**src/rtl/ejtag_dma_arbiter.sv**
```systemverilog
// EJTAG DMA sequencer: arbitrates the local bus between the core and a single EJTAG
// DMA transaction, and produces lane-aligned byte enables, write data and read data.
module ejtag_dma_arbiter #(
    parameter int unsigned STARVE_MAX = 16,
    parameter int unsigned TIMEOUT    = 255
) (
    input  logic        CORE_CLOCK,
    input  logic        RESET_D2_R,
    input  logic        EJC_DMASTART,
    input  logic        EJC_DMAREAD,
    input  logic [1:0]  EJC_DMASIZE,
    input  logic        EJC_DMAINC,
    input  logic        EJDA_ADDR_LD,
    input  logic [31:0] EJDA_ADDR_IN,
    input  logic [31:0] EJDA_WDATA_IN,
    input  logic        CORE_BUSREQ,
    input  logic        LB_ACK,
    input  logic        LB_ERR,
    input  logic [31:0] LB_RDATA,
    output logic        EJDA_CORE_GNT,
    output logic        EJDA_REQ,
    output logic [31:0] EJDA_ADDR,
    output logic [3:0]  EJDA_BE,
    output logic        EJDA_WRITE,
    output logic [31:0] EJDA_WDATA,
    output logic [31:0] EJDA_RDATA,
    output logic        EJDA_DONE,
    output logic        EJDA_ERR,
    output logic        EJDA_BUSY
);
    localparam int SW = $clog2(STARVE_MAX + 1);

    typedef enum logic [1:0] {IDLE, ARB, XFER, DONE} state_t;

    state_t      state;
    logic        read_q;
    logic [1:0]  size_q;
    logic        inc_q;
    logic [SW-1:0] starve_cnt;
    logic [7:0]  tmo_cnt;

    logic [31:0] eff_addr;
    logic        illegal;
    logic [3:0]  start_be;
    logic [31:0] start_wdata;
    logic [31:0] rd_shift;
    logic [31:0] rd_result;
    logic [31:0] addr_step;
    logic        preempt;
    logic        xfer_end;

    // A coincident address load takes effect before the start is evaluated.
    assign eff_addr = EJDA_ADDR_LD ? EJDA_ADDR_IN : EJDA_ADDR;

    always_comb begin
        illegal     = 1'b0;
        start_be    = 4'b0000;
        start_wdata = EJDA_WDATA_IN;
        case (EJC_DMASIZE)
            2'b00: begin
                start_be    = 4'b0001 << eff_addr[1:0];
                start_wdata = {4{EJDA_WDATA_IN[7:0]}};
            end
            2'b01: begin
                illegal     = eff_addr[0];
                start_be    = eff_addr[1] ? 4'b1100 : 4'b0011;
                start_wdata = {2{EJDA_WDATA_IN[15:0]}};
            end
            2'b10: begin
                illegal     = (eff_addr[1:0] != 2'b00);
                start_be    = 4'b1111;
            end
            default: illegal = 1'b1;
        endcase
    end

    assign rd_shift = LB_RDATA >> {EJDA_ADDR[1:0], 3'b000};

    always_comb begin
        case (size_q)
            2'b00:   rd_result = {24'd0, rd_shift[7:0]};
            2'b01:   rd_result = {16'd0, rd_shift[15:0]};
            default: rd_result = rd_shift;
        endcase
    end

    assign addr_step = 32'd1 << size_q;
    // DMA steals the bus only at a core transfer boundary once it has starved long enough.
    assign preempt   = !CORE_BUSREQ || ((starve_cnt == SW'(STARVE_MAX)) && LB_ACK);
    assign xfer_end  = LB_ACK || LB_ERR || (tmo_cnt == 8'(TIMEOUT));

    always_ff @(posedge CORE_CLOCK or posedge RESET_D2_R) begin
        if (RESET_D2_R) begin
            state         <= IDLE;
            read_q        <= 1'b0;
            size_q        <= 2'b00;
            inc_q         <= 1'b0;
            starve_cnt    <= '0;
            tmo_cnt       <= 8'd0;
            EJDA_CORE_GNT <= 1'b1;
            EJDA_REQ      <= 1'b0;
            EJDA_ADDR     <= 32'd0;
            EJDA_BE       <= 4'b0000;
            EJDA_WRITE    <= 1'b0;
            EJDA_WDATA    <= 32'd0;
            EJDA_RDATA    <= 32'd0;
            EJDA_DONE     <= 1'b0;
            EJDA_ERR      <= 1'b0;
            EJDA_BUSY     <= 1'b0;
        end else begin
            EJDA_DONE <= 1'b0;
            case (state)
                IDLE: begin
                    if (EJDA_ADDR_LD)
                        EJDA_ADDR <= EJDA_ADDR_IN;
                    if (EJC_DMASTART) begin
                        read_q     <= EJC_DMAREAD;
                        size_q     <= EJC_DMASIZE;
                        inc_q      <= EJC_DMAINC;
                        EJDA_BE    <= start_be;
                        EJDA_WDATA <= start_wdata;
                        EJDA_ERR   <= illegal;
                        EJDA_BUSY  <= 1'b1;
                        if (illegal) begin
                            state     <= DONE;
                            EJDA_DONE <= 1'b1;
                        end else begin
                            state <= ARB;
                        end
                    end
                end
                ARB: begin
                    if (EJC_DMASTART)
                        EJDA_ERR <= 1'b1;
                    if (preempt) begin
                        state         <= XFER;
                        starve_cnt    <= '0;
                        EJDA_CORE_GNT <= 1'b0;
                        EJDA_REQ      <= 1'b1;
                        EJDA_WRITE    <= !read_q;
                    end else if (starve_cnt != SW'(STARVE_MAX)) begin
                        starve_cnt <= starve_cnt + SW'(1);
                    end
                end
                XFER: begin
                    if (EJC_DMASTART)
                        EJDA_ERR <= 1'b1;
                    if (xfer_end) begin
                        state         <= DONE;
                        tmo_cnt       <= 8'd0;
                        EJDA_CORE_GNT <= 1'b1;
                        EJDA_REQ      <= 1'b0;
                        EJDA_WRITE    <= 1'b0;
                        EJDA_DONE     <= 1'b1;
                        // Error wins over a simultaneous ACK; a timeout has no ACK.
                        if (LB_ERR || !LB_ACK) begin
                            EJDA_ERR <= 1'b1;
                        end else begin
                            if (read_q)
                                EJDA_RDATA <= rd_result;
                            if (inc_q)
                                EJDA_ADDR <= EJDA_ADDR + addr_step;
                        end
                    end else begin
                        tmo_cnt <= tmo_cnt + 8'd1;
                    end
                end
                DONE: begin
                    if (EJC_DMASTART)
                        EJDA_ERR <= 1'b1;
                    state     <= IDLE;
                    EJDA_BUSY <= 1'b0;
                end
                default: state <= IDLE;
            endcase
        end
    end
endmodule

```
**config.mk**
```make
export PLATFORM = sky130hd
export DESIGN_NAME = ejtag_dma_arbiter
export DESIGN_NICKNAME = d
export VERILOG_FILES = /design/src/rtl/ejtag_dma_arbiter.sv
export SDC_FILE = /design/constraint.sdc
export NUM_CORES = 1
export LEC_CHECK = 0
export ABC_AREA = 1
export CORE_MARGIN = 4
export CORE_UTILIZATION = 31
export DETAILED_ROUTE_END_ITERATION = 10
export SYNTH_ARGS = -nofsm -noshare
export SYNTH_HDL_FRONTEND = slang
export SYNTH_SLANG_ARGS = --single-unit
```
**constraint.sdc**
```tcl
create_clock -name CORE_CLOCK -period 12.4 [get_ports CORE_CLOCK]
set_input_delay 2.48 -clock CORE_CLOCK [delete_from_list [all_inputs] [get_ports CORE_CLOCK]]
set_output_delay 2.48 -clock CORE_CLOCK [all_outputs]
set_load 0.005 [all_outputs]
```
# Yosys cells after proc, flatten, opt, wreduce, memory -nomap -nowiden
# Cells that the tools add are included.
[word_totals]
ff_bits = 125
[op_classes]
n_addsub = 3
n_eq_ne = 15
n_shift = 3
mux = 37
bitwise = 1
reduce_logical = 25
[op_table]
columns = ["op", "n"]
rows = [
  ["one-hot mux 32 bit (2 select lines)", 3],
  ["two-way mux 32 bit", 4],
  ["adder 32 bit", 1],
  ["<< shifter 1 x 2 -> 32 bit, first input constant", 1],
  ["right shift 32 x 5 -> 32 bit", 1],
  ["two-way mux 1 bit", 13],
  ["inequality test 2 bit, second input constant", 6],
  ["one-hot mux 4 bit (3 select lines)", 1],
  ["two-way mux 5 bit", 2],
  ["one-hot mux 1 bit (2 select lines)", 5],
  ["nonzero test 2 bit", 5],
  ["adder 8 x 1 -> 8 bit, second input constant", 1],
  ["== test 8 bit, second input constant", 1],
  ["two-way mux 2 bit", 4],
  ["two-way mux 8 bit", 1],
  ["one-hot mux 2 bit (4 select lines)", 1],
  ["AND reduction 4 bit", 2],
  ["== test 2 x 1 -> 1 bit, second input constant", 3],
  ["== test 2 bit, second input constant", 3],
  ["zero test 2 bit", 3],
  ["one-hot mux 1 bit (3 select lines)", 2],
  ["AND reduction 2 bit", 3],
  ["AND reduction 3 bit", 2],
  ["adder 5 x 1 -> 5 bit, second input constant", 1],
  ["10 further kinds", 15],
]

# Depth between registers and ports, before layout
# Gate-level depths: netlist of the first run.
[depth]
ltp_word = 6
ltp_mapped = 15

# Worst setup path after synthesis of the first run
# Ideal clock, no wire load.
[synth_timing]
kind = "input to register"
start = "input LB_ACK"
end = "register EJDA_ADDR[18]"
setup_ns = 0.123
arrival_time_ns = 3.419
required_time_ns = 12.277
path_slack_ns = 8.857
cell_stages = 9
n_path_buf = 2
cell_sequence = "inv_2 nor2_4 nand2_1 a21oi_2 o21ai_2 buf_6 buf_6 a21oi_1 a21oi_1"
[synth_via]
elab_chain_len = 4
word_cells_on_any_way = 7
cone_classes = "eq/ne: 2; reduce/logical: 5"
[synth_rtl]
columns = ["element", "line", "text"]
rows = [
  ["start, declared", "17", "input logic LB_ACK,"],
  ["zero test 1 bit / logical OR 1 bit (equally long branches)", "156, 90", ""],
  ["logical OR 1 bit, on equally long branches", "156, 90", ""],
  ["inequality test 2 bit (no line)", "-", ""],
  ["AND reduction 5 bit (no line) *", "-", ""],
  ["end signal, assigned", "162", "EJDA_ADDR <= EJDA_ADDR + addr_step;"],
  ["end, declared", "22", "output logic [31:0] EJDA_ADDR,"],
]
# Every way passes the cells marked *; elsewhere a longest branch is shown, timed or not.
# A chain may end at the register's enable or synchronous reset.

# Final worst setup path of the first run
[layout_timing]
start = "input EJC_DMASIZE[1]"
end = "register state[1]"
[layout_via]
elab_chain_len = 5
word_cells_on_any_way = 7
cone_classes = "eq/ne: 2; mux: 4; reduce/logical: 1"
[layout_rtl]
columns = ["element", "line", "text"]
rows = [
  ["start, declared", "11", "input logic [1:0] EJC_DMASIZE,"],
  ["== test 2 bit (tied with other cells)", "59", "case (EJC_DMASIZE)"],
  ["one-hot mux 1 bit (3 select lines) *", "59", ""],
  ["two-way mux 2 bit *", "124", "if (illegal) begin"],
  ["two-way mux 2 bit *", "116", "if (EJC_DMASTART) begin"],
  ["one-hot mux 2 bit (4 select lines) *", "112", "case (state)"],
  ["end signal, assigned", "125", "state <= DONE;"],
  ["end signal, assigned", "128", "state <= ARB;"],
  ["end signal, assigned", "136", "state <= XFER;"],
  ["end, declared", "35", "state_t state;"],
]
# Every way passes the cells marked *; elsewhere a longest branch is shown, timed or not. The select of a mux whose other input is x is not followed.

==> results of run 1 <==
## kinds of logic after synthesis
| group | synth area share |
|---|---|
| AND/OR/NAND/NOR | 0.296 |
| multiplexers | 0.00133 |
| XOR/XNOR | 0.0151 |
| buffers and inverters | 0.0774 |
| adder cells (fa/ha/maj) | 0.0183 |
| flip-flops | 0.416 |
| AO/OA/AOI/OAI | 0.175 |
## worst max-delay path, delay by kind of cell
kind                   cells  cell delay (ns)
AOI/OAI and AO/OA          1             0.07
buffers and inverters      2             1.32
and+or+nand+nor            4             1.03
## routing by layer
layer,part of all wire,wire (um)
met5,0.00029,7
met4,0.022,531
met3,0.048,1170
met2,0.46,11300
met1,0.47,11500
## flip-flops by register name, indices dropped and copies added (netlist names)
name,cells
EJDA_ADDR,32
EJDA_RDATA,32
EJDA_WDATA,32
tmo_cnt,8
starve_cnt,5
EJDA_BE,4
size_q,2
state,2
EJDA_BUSY,1
EJDA_CORE_GNT,1
EJDA_DONE,1
EJDA_ERR,1
EJDA_REQ,1
EJDA_WRITE,1
inc_q,1
read_q,1
## Yosys cell counts, drive strengths merged, types with 2 or more instances
master / instances / area share
and2: 2 / 0.0017
clkinv: 4 / 0.0020
a31oi: 13 / 0.011
ha: 11 / 0.018
a21oi: 75 / 0.055
o21bai: 3 / 0.0035
nor2: 116 / 0.062
o31ai: 2 / 0.0020
inv: 82 / 0.041
buf: 20 / 0.022
nor3: 10 / 0.0088
a22oi: 2 / 0.0027
nand3: 50 / 0.038
or2: 2 / 0.0017
clkbuf: 24 / 0.012
nand4: 13 / 0.011
xor2: 10 / 0.012
o221ai: 8 / 0.0093
dfrtp: 124 / 0.41
nand3b: 5 / 0.0055
xnor2: 3 / 0.0035
a21o: 2 / 0.0020
nand2: 311 / 0.17
o21ai: 105 / 0.086
## how the worst min path moves through the flow
| stage | slack (ns) | startpoint | cells after the start | to |
|---|---|---|---|---|
| after detailed placement | 0.47 | EJDA_REQ | 2 | EJDA_REQ |
| final | 0.48 | EJDA_REQ | 2 | EJDA_REQ |
| after floorplan | 0.45 | inc_q | 2 | inc_q |
| after CTS | 0.49 | EJDA_CORE_GNT | 2 | EJDA_CORE_GNT |
| after global routing | 0.50 | EJDA_RDATA[24] | 2 | EJDA_RDATA[24] |
| after global placement | 0.46 | EJDA_WDATA[5] | 2 | EJDA_WDATA[5] |
## power groups by stage
stage	registers [mW]	clock network (mW)	logic, mW
2_1_floorplan	0.730	0	0.714
3_3_place_gp	0.772	0	1.20
3_5_place_dp	0.769	0	1.22
4_1_cts	0.769	0.524	1.22
5_1_grt	0.795	0.544	1.36
6_report	0.769	0.511	1.21
## area by class of cell
type	count	area [um2]
clock inverters	15	171
flip-flops and latches	125	3130
repair buffers	220	2180
fillers	2440	13200
inverters	86	325
well taps	319	399
clock buffers	17	425
multi-input cells	748	3800
==> run_results.csv, run 1 <==
group,metric,value,unit
detailed_routing,drt_iter0_drc,521,
placement,dpl_worst_slack,7.35,ns
worst_setup_path,timing.critical_path.to_type,"register",
detailed_routing,remaining_drc_errors,0,
worst_setup_path,critical-path-slowest-cell,"clkdlybuf4s50_1",
sta,rsz0062_at_grt,"false",
worst_setup_path,r2r.worst_path.cells,9,
worst_setup_path,worstSetupEndpoint,"state[1]",
layout,final_core_utilization,0.441,
grt,grtUsageMet3,0.0402,
synth,postSynthNetCount,1121,
grt,grt-ovfl-total,0,
grt,global_route.peak_usage_layer,"met2",
clock_tree,clk-insertion-delay-late,0.43,ns
sta,report.final.setup_viol,0,
clock_tree,clock-sinks,125,
clock_tree,h-tree-depth,4,
worst_setup_path,timing.reg2reg.setup_slack,9.52,ns
grt,global_route_wire_length_before_repair,39.3,mm
sta,final_hold_viol_count,0,
synth,synth_top_flop_cell,"dfrtp_1",
die,io_pins,213,
layout,num-nets-final,1316,
worst_setup_path,worstSetupStartpointType,"input port",
power,total_power,2.49,mW
worst_setup_path,source_of_the_worst_register_to_register_timing_path,"state[0]",
power,pwr_density_cell,238,mW/mm2
sta,worst-slew-pin-transition,0.994,ns
synth,synth.avg_cell_area,7.49,um2
synth,ys_types,49,
clock_tree,cts_buffer_depth,2,
sta,fin_crit_sh,0.371,
sta,final_max_slew_viol_count,0,
sta,post-route-worst-setup-slack,7.80,ns
layout,area_growth,38.9,%
clock_tree,cts.hold.buffers_added,0,
grt,global_route.usage.total,0.185,
grt,grt_pass1_vias,7277,
power,power_switching_share,0.423,
grt,grt.met2_usage,0.290,
sta,max_freq,0.218,GHz
die,floorplan.initialDensity,0.317,
worst_setup_path,cp_data_required_time,12.71,ns
synth,postSynthRegisterBits,125,
synth,postSynth.asyncResetShare,1.00,
detailed_routing,routed_wirelength,24.5,mm
power,p_int,1.44,mW
synth,ys.warnings.count,0,
placement,io_buffers,212,
synth,synthCells,1003,
hold_path,hold_path.class,"register to register",
clock_tree,tritoncts_clock_tree,"built",
grt,gr-usage-met1,0.255,
grt,grt_max_degree,66,
detailed_routing,ant_nets_after_route,0,
detailed_routing,dr_total_vias,7364,
power,p_switching,1.05,mW
clock_tree,postCtsSetupRepairBufs,0,
power,power.ir.vdd_worst,0.109,mV
run,max_cap_viol_count,0,
power,power.combinational.fraction,0.485,
outcome,result_of_the_run,"finished, final reports clean",
layout,share_of_cells_above_drive_strength_1,0.121,
layout,most_common_cell_after_layout_fill_and_taps_aside,"nand2_1",
layout,postLayoutCellArea,0.0104,mm2
clock_tree,cts_made_buffers,17,
sta,timing.hold.ws,0.482,ns
sta,slew_headroom,0.337,
worst_setup_path,capture_point_of_the_worst_reg_to_reg_path,"EJDA_RDATA[28]",
placement,placed_cells_incl_taps,1498,
worst_setup_path,timing.critical_path.slowest_cell_delay,0.81,ns
detailed_routing,drt-wirelength-per-cell,16.0,um
worst_setup_path,worst_setup_path_type,"input port to register",
worst_setup_path,critPathLaunch,"EJC_DMASIZE[1]",
die,die-width,164,um
layout,mostFrequentLayoutCells,"nand2_1, clkdlybuf4s50_1, dfrtp_1",
worst_setup_path,critPathMaxFanout,20,
worst_setup_path,crit_arrival,4.91,ns
worst_setup_path,path_common_cell,"nand2_1",
placement,dpl-instance-area,0.00984,mm2
die,floorplan.core_area,0.0237,mm2
synth,synth_enable_flop_cells,0,
grt,number_of_antenna_violations_at_the_first_check_in_global_routing,1,
clock_tree,cts.root.buffer_cell,"clkbuf_16",
detailed_routing,drt_pass1_iterations,5,
synth,synth_sequential_area_ratio,0.416,
worst_setup_path,crit_chain,"clkdlybuf4s50_1, nor2_1, clkinv_1, nand3_1, nand2_1, nand2_1, o21ai_0",
detailed_routing,vias_per_cell,4.81,
power,seq_power_share,0.309,
power,clock_power_share,0.206,
synth,syn-cell-area,0.00752,mm2
clock_tree,clock_transition_at_the_registers_of_the_reported_paths,0.07,ns
layout,n_antenna_cell,0,
power,cellLeakagePower,4.57,nW
die,floorplan.rows,56,
clock_tree,cts.repair.resized,0,
layout,layoutNonFillerInstCount,1530,
sta,final.setup.tns,0,ns
placement,gp_routability_congestion,0.882,
sta,period_minus_slack,4.60,ns
die,die_area,0.0268,mm2
sta,final.setup_skew,0.0158,ns
die,dieHeight,164,um
placement,dp.final_hpwl,17.8,mm
No activity file was read; power rests on OpenSTA's default activity.
==> inputs of run 2 (changes only) <==
Clock period 12.4 ns to 4.35 ns, I/O delays scaled along.
==> run 2 against run 1 <==
  * Final cell count about the same
  * Die area unchanged
  * First-iteration DRC count down 7.5%
  * Setup slack worse by 6.5 ns
  * Critical endpoint is now EJDA_ADDR[0]
==> run_results.csv, run 2 (synthesized netlist as in run 1, its figures left out) <==
group,metric,value,unit
outcome,result_of_the_run,"finished, final reports clean",
layout,fillers,2431,
detailed_routing,vias_per_cell,4.77,
grt,global_route_wire_length_before_repair,39.5,mm
layout,most_common_cell_after_layout_fill_and_taps_aside,"nand2_1",
detailed_routing,drt_iter0_drc,482,
power,power.ir.vdd_worst,0.287,mV
layout,register_area,0.00313,mm2
sta,report.final.setup_viol,0,
die,floorplan.core_area,0.0237,mm2
worst_setup_path,r2r.worst_path.cells,8,
detailed_routing,drt-wirelength-per-cell,16.2,um
power,total_power,7.07,mW
worst_setup_path,capture_point_of_the_worst_reg_to_reg_path,"EJDA_RDATA[25]",
sta,slew_headroom,0.165,
clock_tree,cts_made_buffers,17,
die,dieHeight,164,um
die,io_pins,213,
grt,grt_max_degree,77,
detailed_routing,dr_total_vias,7302,
clock_tree,cts.root.buffer_cell,"clkbuf_16",
die,die_area,0.0268,mm2
hold_path,hold_path.class,"register to register",
sta,period_minus_slack,3.01,ns
clock_tree,cts.hold.buffers_added,0,
clock_tree,h-tree-depth,4,
layout,num-nets-final,1317,
grt,grt_pass1_vias,7300,
worst_setup_path,timing.reg2reg.setup_slack,1.71,ns
die,die-width,164,um
detailed_routing,remaining_drc_errors,0,
power,cellLeakagePower,4.58,nW
clock_tree,cts.repair.resized,0,
layout,share_of_cells_above_drive_strength_1,0.122,
worst_setup_path,cp_data_required_time,3.48,ns
grt,grt-ovfl-total,0,
die,floorplan.initialDensity,0.317,
clock_tree,clock-sinks,125,
sta,worst-slew-pin-transition,1.25,ns
worst_setup_path,timing.critical_path.to_type,"output port",
grt,global_route.usage.total,0.185,
power,pwr_density_cell,676,mW/mm2
clock_tree,clk-insertion-delay-late,0.43,ns
sta,max_freq,0.332,GHz
clock_tree,clock_transition_at_the_registers_of_the_reported_paths,0.06,ns
layout,total_area_of_multi_input_combinational_cells,0.00380,mm2
worst_setup_path,source_of_the_worst_register_to_register_timing_path,"state[0]",
worst_setup_path,worst_setup_path_type,"register to output port",
detailed_routing,drt_pass1_iterations,5,
placement,gp_routability_congestion,0.881,
worst_setup_path,critPathMaxFanout,23,
detailed_routing,ant_nets_after_route,0,
sta,final_max_slew_viol_count,0,
clock_tree,postCtsSetupRepairBufs,0,
clock_tree,tritoncts_clock_tree,"built",
placement,io_buffers,212,
placement,dp.final_hpwl,17.9,mm
layout,n_antenna_cell,0,
sta,fin_crit_sh,0.693,
sta,final.setup.tns,0,ns
worst_setup_path,critPathLaunch,"EJDA_ADDR[0]",
layout,layout_top_registers,"EJDA_ADDR (32), EJDA_RDATA (32), EJDA_WDATA (32)",
run,max_cap_viol_count,0,
sta,final_hold_viol_count,0,
worst_setup_path,worstSetupEndpoint,"EJDA_ADDR[0]",
die,floorplan.rows,56,
layout,area_growth,39.1,%
clock_tree,cts_buffer_depth,2,
worst_setup_path,crit_arrival,2.14,ns
sta,final.setup_skew,0.0119,ns
layout,mostFrequentLayoutCells,"nand2_1, clkdlybuf4s50_1, dfrtp_1",
grt,number_of_antenna_violations_at_the_first_check_in_global_routing,1,
detailed_routing,routed_wirelength,24.8,mm
sta,rsz0062_at_grt,"false",
worst_setup_path,worstSetupStartpointType,"register",
-- run 2: critical path, cell delays in order, from the launching register on --
cell and delay [ns]:
dfrtp_1 0.80, buf_4 0.37, clkdlybuf4s50_1 0.55
-- run 2: metal layers --
metal | wire length, um | share of wire | GRT usage | up-vias
met5 | 7 | 0.00028 | 0 | -
met4 | 400 | 0.016 | 0.0511 | 2
met3 | 1480 | 0.060 | 0.0439 | 24
met2 | 11700 | 0.47 | 0.295 | 217
met1 | 11200 | 0.45 | 0.252 | 3392
li1 | - | - | - | 3667
-- run 2: area by class of cell --
cell class / instances / area share
clock inverters: 15 / 0.0164
inverters: 86 / 0.0311
well taps: 319 / 0.0382
flip-flops and latches: 125 / 0.299
multi-input cells: 748 / 0.364
repair buffers: 221 / 0.211
clock buffers: 17 / 0.0407
-- run 2: stage by stage --
stage                      util  hold WS, ns  setup WS, ns  instances  instance area, um2
after floorplan               -        0.449         0.154       1003                7520
after global placement    0.416        0.462          1.21       1499                9860
after detailed placement  0.416        0.468          1.16       1499                9860
after CTS                 0.442        0.486          1.32       1531               10500
after global routing      0.442        0.512          1.19       1531               10500
final                     0.442        0.483          1.34       1531               10500
-- run 2: worst min-delay path by stage --
stage / start / to / slack, ns / cells past startpoint
2_1_floorplan: inc_q / inc_q / 0.45 / 2
3_3_place_gp: EJDA_WDATA[3] / EJDA_WDATA[3] / 0.46 / 2
3_5_place_dp: EJDA_REQ / EJDA_REQ / 0.47 / 2
4_1_cts: EJDA_BE[0] / EJDA_BE[0] / 0.49 / 2
5_1_grt: EJDA_WDATA[7] / EJDA_WDATA[7] / 0.51 / 2
6_report: EJDA_BE[2] / EJDA_BE[2] / 0.48 / 2
-- run 2: power breakdown --
part           switching [mW]  internal (mW)  leakage, nW  total, mW
combinational            1.81           1.61         2.74       3.42
sequential              0.546           1.67         1.56       2.21
clock                   0.628          0.817        0.283       1.44
total                    2.98           4.09         4.58       7.07
==> inputs of run 3 (changes only) <==
Clock period 4.35 ns to 3 ns, I/O delays scaled along.
==> run 3 against run 2 <==
  * Utilization grew 0.62 points
  * Die area unchanged
  * First-iteration DRC count is 0.83% lower
==> run_results.csv, run 3 (synthesized netlist as in run 1, its figures left out) <==
group,metric,value,unit
clock_tree,clock_transition_at_the_registers_of_the_reported_paths,0.06,ns
worst_setup_path,worstSetupStartpointType,"register",
power,power.combinational.fraction,0.475,
layout,fillers,2443,
detailed_routing,drt_iter0_drc,478,
worst_setup_path,timing.critical_path.to_type,"register",
grt,number_of_antenna_violations_at_the_first_check_in_global_routing,2,
clock_tree,cts.root.buffer_cell,"clkbuf_16",
sta,worst-slew-pin-transition,0.602,ns
placement,dp.final_hpwl,18.1,mm
power,seq_power_share,0.304,
power,pwr_density_cell,990,mW/mm2
worst_setup_path,critPathMaxFanout,12,
grt,grt_max_degree,68,
hold_path,worstHoldPathCells,2,
clock_tree,cts_made_buffers,17,
run,max_cap_viol_count,0,
sta,rsz0062_at_grt,"false",
layout,register_area,0.00313,mm2
die,die-width,164,um
detailed_routing,routed_wirelength,24.7,mm
placement,dpl-instance-area,0.00995,mm2
clock_tree,tritoncts_clock_tree,"built",
grt,grt-ovfl-total,0,
placement,placed_cells_incl_taps,1506,
power,p_int,6.21,mW
grt,grt_pass1_vias,7144,
die,die_area,0.0268,mm2
grt,global_route.usage.total,0.184,
sta,final_max_slew_viol_count,0,
outcome,result_of_the_run,"finished, final reports clean",
sta,final.setup.tns,0,ns
power,cellLeakagePower,4.66,nW
power,clock_power_share,0.221,
layout,num-nets-final,1324,
sta,period_minus_slack,2.39,ns
die,dieHeight,164,um
sta,final_hold_viol_count,0,
hold_path,hold_path.class,"register to register",
sta,slew_headroom,0.599,
layout,layoutNonFillerInstCount,1539,
grt,global_route_wire_length_before_repair,38.9,mm
worst_setup_path,cp_data_required_time,3.34,ns
layout,most_common_cell_after_layout_fill_and_taps_aside,"nand2_1",
sta,fin_crit_sh,0.796,
power,power.ir.vdd_worst,0.480,mV
worst_setup_path,worst_setup_path_type,"register to register",
layout,mostFrequentLayoutCells,"nand2_1, clkdlybuf4s50_1, dfrtp_1",
clock_tree,clock-sinks,125,
sta,max_freq,0.419,GHz
grt,grt.met2_usage,0.296,
sta,final.setup_skew,0.0130,ns
die,floorplan.initialDensity,0.317,
layout,area_growth,41.1,%
clock_tree,cts.repair.resized,0,
clock_tree,h-tree-depth,4,
layout,share_of_cells_above_drive_strength_1,0.127,
worst_setup_path,crit_arrival,2.73,ns
detailed_routing,drt_pass1_iterations,5,
grt,gr-usage-met1,0.246,
die,floorplan.core_area,0.0237,mm2
placement,gp_routability_congestion,0.852,
detailed_routing,vias_per_cell,4.73,
power,p_switching,4.29,mW
detailed_routing,ant_nets_after_route,0,
die,io_pins,213,
grt,grtUsageMet3,0.0502,
clock_tree,cts.hold.buffers_added,0,
layout,postLayoutCellArea,0.0106,mm2
detailed_routing,drt-wirelength-per-cell,16.0,um
die,floorplan.rows,56,
detailed_routing,remaining_drc_errors,0,
layout,layout_top_registers,"EJDA_ADDR (32), EJDA_RDATA (32), EJDA_WDATA (32)",
clock_tree,postCtsSetupRepairBufs,0,
grt,global_route.peak_usage_layer,"met2",
clock_tree,cts_buffer_depth,2,
layout,total_area_of_multi_input_combinational_cells,0.00380,mm2
clock_tree,clk-insertion-delay-late,0.42,ns
detailed_routing,dr_total_vias,7279,
worst_setup_path,r2r.worst_path.cells,13,
placement,io_buffers,212,
power,power_switching_share,0.409,
sta,report.final.setup_viol,0,
run 3: changes by cell type in the layout (fill, tap and decap cells not counted), sizes merged:
cell | before | now
buf | 9 | 16
bufinv | 1 | 4
clkinv | 7 | 6
clkinvlp | 3 | 2
diode | 0 | 1
inv | 90 | 89
run 3: metal layers:
layer  part of all wire  wire length, um
met2               0.47            11600
met1               0.46            11300
met4              0.013              311
met5            0.00057               14
met3              0.058             1440
run 3: final cells by class:
| cell class | instances | area share |
|---|---|---|
| diodes | 1 | 0.000236 |
| clock buffers | 17 | 0.0401 |
| clock inverters | 15 | 0.0212 |
| inverters | 86 | 0.0308 |
| multi-input cells | 748 | 0.359 |
| flip-flops and latches | 125 | 0.295 |
| well taps | 319 | 0.0376 |
| repair buffers | 228 | 0.216 |
run 3: critical path, cell delays in order, from the launching register on:
cell,delay [ns]
dfrtp_1,0.70
inv_2,0.12
nand3_1,0.13
nand2_1,0.10
inv_1,0.06
ha_1,0.13
inv_1,0.04
nand2_1,0.14
inv_2,0.06
o21bai_2,0.26
nand3_1,0.19
xnor2_1,0.17
nand2_1,0.07
a21oi_1,0.13
run 3: stage by stage:
| stage | power (mW) | setup slack, ns | utilization | hold slack, ns |
|---|---|---|---|---|
| CTS | 10.6 | 0.631 | 0.448 | 0.482 |
| global route | 11.4 | 0.419 | 0.448 | 0.496 |
| detailed placement | 8.26 | 0.394 | 0.420 | 0.465 |
| floorplan | 5.97 | 0.862 | - | 0.449 |
| finish | 10.5 | 0.611 | 0.448 | 0.474 |
| global placement | 8.20 | 0.456 | 0.420 | 0.462 |
run 3: worst paths after layout:
kind,start,endpoint,slack (ns)
worst max-delay path,size_q[1],EJDA_ADDR[28],0.61
worst min-delay path,EJDA_BE[1],EJDA_BE[1],0.47
worst max register to register,size_q[1],EJDA_ADDR[28],0.61
worst min register to register,EJDA_BE[1],EJDA_BE[1],0.47
max in group asynchronous,RESET_D2_R,EJDA_CORE_GNT,2.00
min in group asynchronous,RESET_D2_R,EJDA_RDATA[14],0.67
run 3: power by group through the flow:
stage	registers, mW	clock network, mW	logic (mW)
finish	3.19	2.32	4.99
global route	3.30	2.45	5.60
CTS	3.19	2.37	5.08
detailed placement	3.20	0	5.07
global placement	3.21	0	4.99
floorplan	3.02	0	2.95
==> variant (flow settings as in run 2) <==
The parameter `STARVE_MAX` goes from 16 to 32.
--- a/src/rtl/ejtag_dma_arbiter.sv
+++ b/src/rtl/ejtag_dma_arbiter.sv
@@ -1,7 +1,7 @@
 // EJTAG DMA sequencer: arbitrates the local bus between the core and a single EJTAG
 // DMA transaction, and produces lane-aligned byte enables, write data and read data.
 module ejtag_dma_arbiter #(
-    parameter int unsigned STARVE_MAX = 16,
+    parameter int unsigned STARVE_MAX = 32,
     parameter int unsigned TIMEOUT    = 255
 ) (
     input  logic        CORE_CLOCK,
Behaviour: same outputs for any inputs over 4 cycles, from zero or initial values and one cycle with RESET_D2_R high; that may be too few to reach the edited logic, so the function may still have changed.
==> variant against run 2 <==
  * Final area is 2.1% lower
  * Wire length shrank 4.6%
  * Sequential share of layout area up 0.88 points
  * Sequential cell count rose by 1
  * Synthesized area decreased by 3.2%
  * Worst setup slack better by 0.30 ns
  * Power shrank 3.7%
  * Largest cell class unchanged
  * Count of clock-buffer cells in the layout is the same
  * Synthesized cell count down 0.80%
==> variant: results (changes against run 2) <==
[status]
run_status=finished, final reports clean  ; unchanged

[route]
drt-vias-per-instance=4.79  ; was 4.77
wl_per_cell_um=15.6  ; was 16.2 um
drt_iter0_drc=499  ; was 482

[placement]
gp_congestion=0.847  ; was 0.881
dp.final_hpwl_mm=17.2  ; was 17.9 mm

[global_route]
vias_in_the_first_global_route=7145  ; was 7300
grtUsageMet2=0.285  ; was 0.295
first_pass_grt_wire_length_mm=38.3  ; was 39.5 mm
antenna_found_initial=0  ; was 1
grt_max_degree=60  ; was 77
met3_usage=0.0436  ; was 0.0439
gr-usage-all-layers=0.181  ; was 0.185
use_met1=0.245  ; was 0.252

[yosys]
fraction_of_synthesized_area_in_multiplexers=0.00138  ; was 0.00133
synth_compound_area_frac=0.158  ; was 0.175
post_synth_main_area_contributors=dfrtp_1 43%, nand2_1 14%, nor2_1 5.4%  ; was dfrtp_1 41%, nand2_1 14%, nor2_1 5.6%
mapped_nets=1113  ; was 1121
synthAdderAreaFrac=0.0189  ; was 0.0183
synth-seq-area-share=0.434  ; was 0.416
synth.cells.most_frequent=279 x nand2_1, 125 x dfrtp_1, 104 x nor2_1  ; was 279 x nand2_1, 124 x dfrtp_1, 112 x nor2_1
synthDistinctLibCells=46  ; was 49
synthesized_area_fraction_occupied_by_xor_and_xnor_cells=0.0157  ; was 0.0151
synth.yosys.warnings=0  ; unchanged

[setup_path]
cp.arrival_ns=3.08  ; was 2.14 ns
worst-path-max-fanout=30  ; was 23
cp_slowest_cell=inv_1  ; was dfrtp_1
max_stage_delay_ns=0.73  ; was 0.80 ns

[power]
leakage_power_summed_over_all_cells_nw=4.62  ; was 4.58 nW
ir_worst_vdd_mv=0.288  ; was 0.287 mV
sw_frac_of_total=0.414  ; was 0.422

[clock_tree]
clk-insertion-delay-late_ns=0.42
ctsLongestPathBuffers=2  ; unchanged
cts_resized=0  ; unchanged

[cells_and_area]
drive_above_1_share=0.0731  ; was 0.122
num-fill-cells=2314  ; was 2431
design.final.nets=1309  ; was 1317

[sta]
fin_skew_ns=0.0157  ; was 0.0119 ns
max-slew-margin-rel=0.270  ; was 0.165

-- variant: changes by cell type after synthesis, moves of 9 or more --
cell / change
nand2_2: -22
nand3_1: +14
a21oi_1: +9
o21ai_0: +21
inv_1: +11
a21oi_2: -11
o21ai_2: -31
-- variant: final timing paths --
kind                                            startpoint                         end  slack, ns  cells after the start
worst max-delay path                  state[0]$_DFFE_PP0P_   EJDA_ADDR[10]$_DFFE_PP0P_       1.63                     11
worst min-delay path            EJDA_RDATA[18]$_DFFE_PP0P_  EJDA_RDATA[18]$_DFFE_PP0P_       0.48                      2
worst max register to register        state[0]$_DFFE_PP0P_   EJDA_ADDR[10]$_DFFE_PP0P_       1.63                     11
worst min register to register  EJDA_RDATA[18]$_DFFE_PP0P_  EJDA_RDATA[18]$_DFFE_PP0P_       0.48                      2
max in group asynchronous                       RESET_D2_R  EJDA_RDATA[28]$_DFFE_PP0P_       2.58                      3
min in group asynchronous                       RESET_D2_R   EJDA_RDATA[3]$_DFFE_PP0P_       0.95                      2
-- variant: metrics by stage --
stage / hold slack (ns) / power, mW / instances / cell area, um^2 / worst slack [ns]
2_1_floorplan: 0.449 / 3.91 / 995 / 7270 / 0.126
3_5_place_dp: 0.468 / 5.44 / 1485 / 9660 / 1.46
5_1_grt: 0.502 / 7.40 / 1517 / 10200 / 1.37
6_report: 0.476 / 6.81 / 1517 / 10200 / 1.63
3_3_place_gp: 0.461 / 5.39 / 1485 / 9660 / 1.48
4_1_cts: 0.482 / 6.90 / 1517 / 10200 / 1.60
-- variant: power by group through the flow --
stage	registers [mW]	logic, mW	clock network (mW)
2_1_floorplan	2.08	1.83	0
3_3_place_gp	2.17	3.22	0
3_5_place_dp	2.17	3.27	0
4_1_cts	2.17	3.28	1.45
5_1_grt	2.25	3.66	1.50
6_report	2.16	3.24	1.42
-- variant: cell type report --
class                   instances  area [um^2]  area share
multi-input cells             730         3560       0.348
flip-flops and latches        126         3150       0.308
repair buffers                220         2190       0.214
clock buffers                  17          425      0.0415
well taps                     313          392      0.0382
inverters                      96          363      0.0354
clock inverters                15          150      0.0147
-- variant: kinds of logic (layout without fill, tap and decap cells) --
| logic type | after synthesis | after routing |
|---|---|---|
| AOI/OAI and AO/OA | 207 | 207 |
| and+or+nand+nor | 498 | 498 |
| buffers and inverters | 139 | 348 |
| muxes | 1 | 1 |
| adders and majority gates | 11 | 11 |
| xor gates and xnor gates | 13 | 13 |
| DFF | 126 | 126 |
-- variant: worst min-delay path: stages, from the launching register on --
cell and delay [ns]:
dfrtp_1 0.34, nand2_1 0.05, nand2_1 0.06
-- variant: layer usage --
metal,part of all wire,vias up
met4,0.019,0
met2,0.46,230
li1,-,3643
met1,0.47,3362
met5,0,-
met3,0.060,29
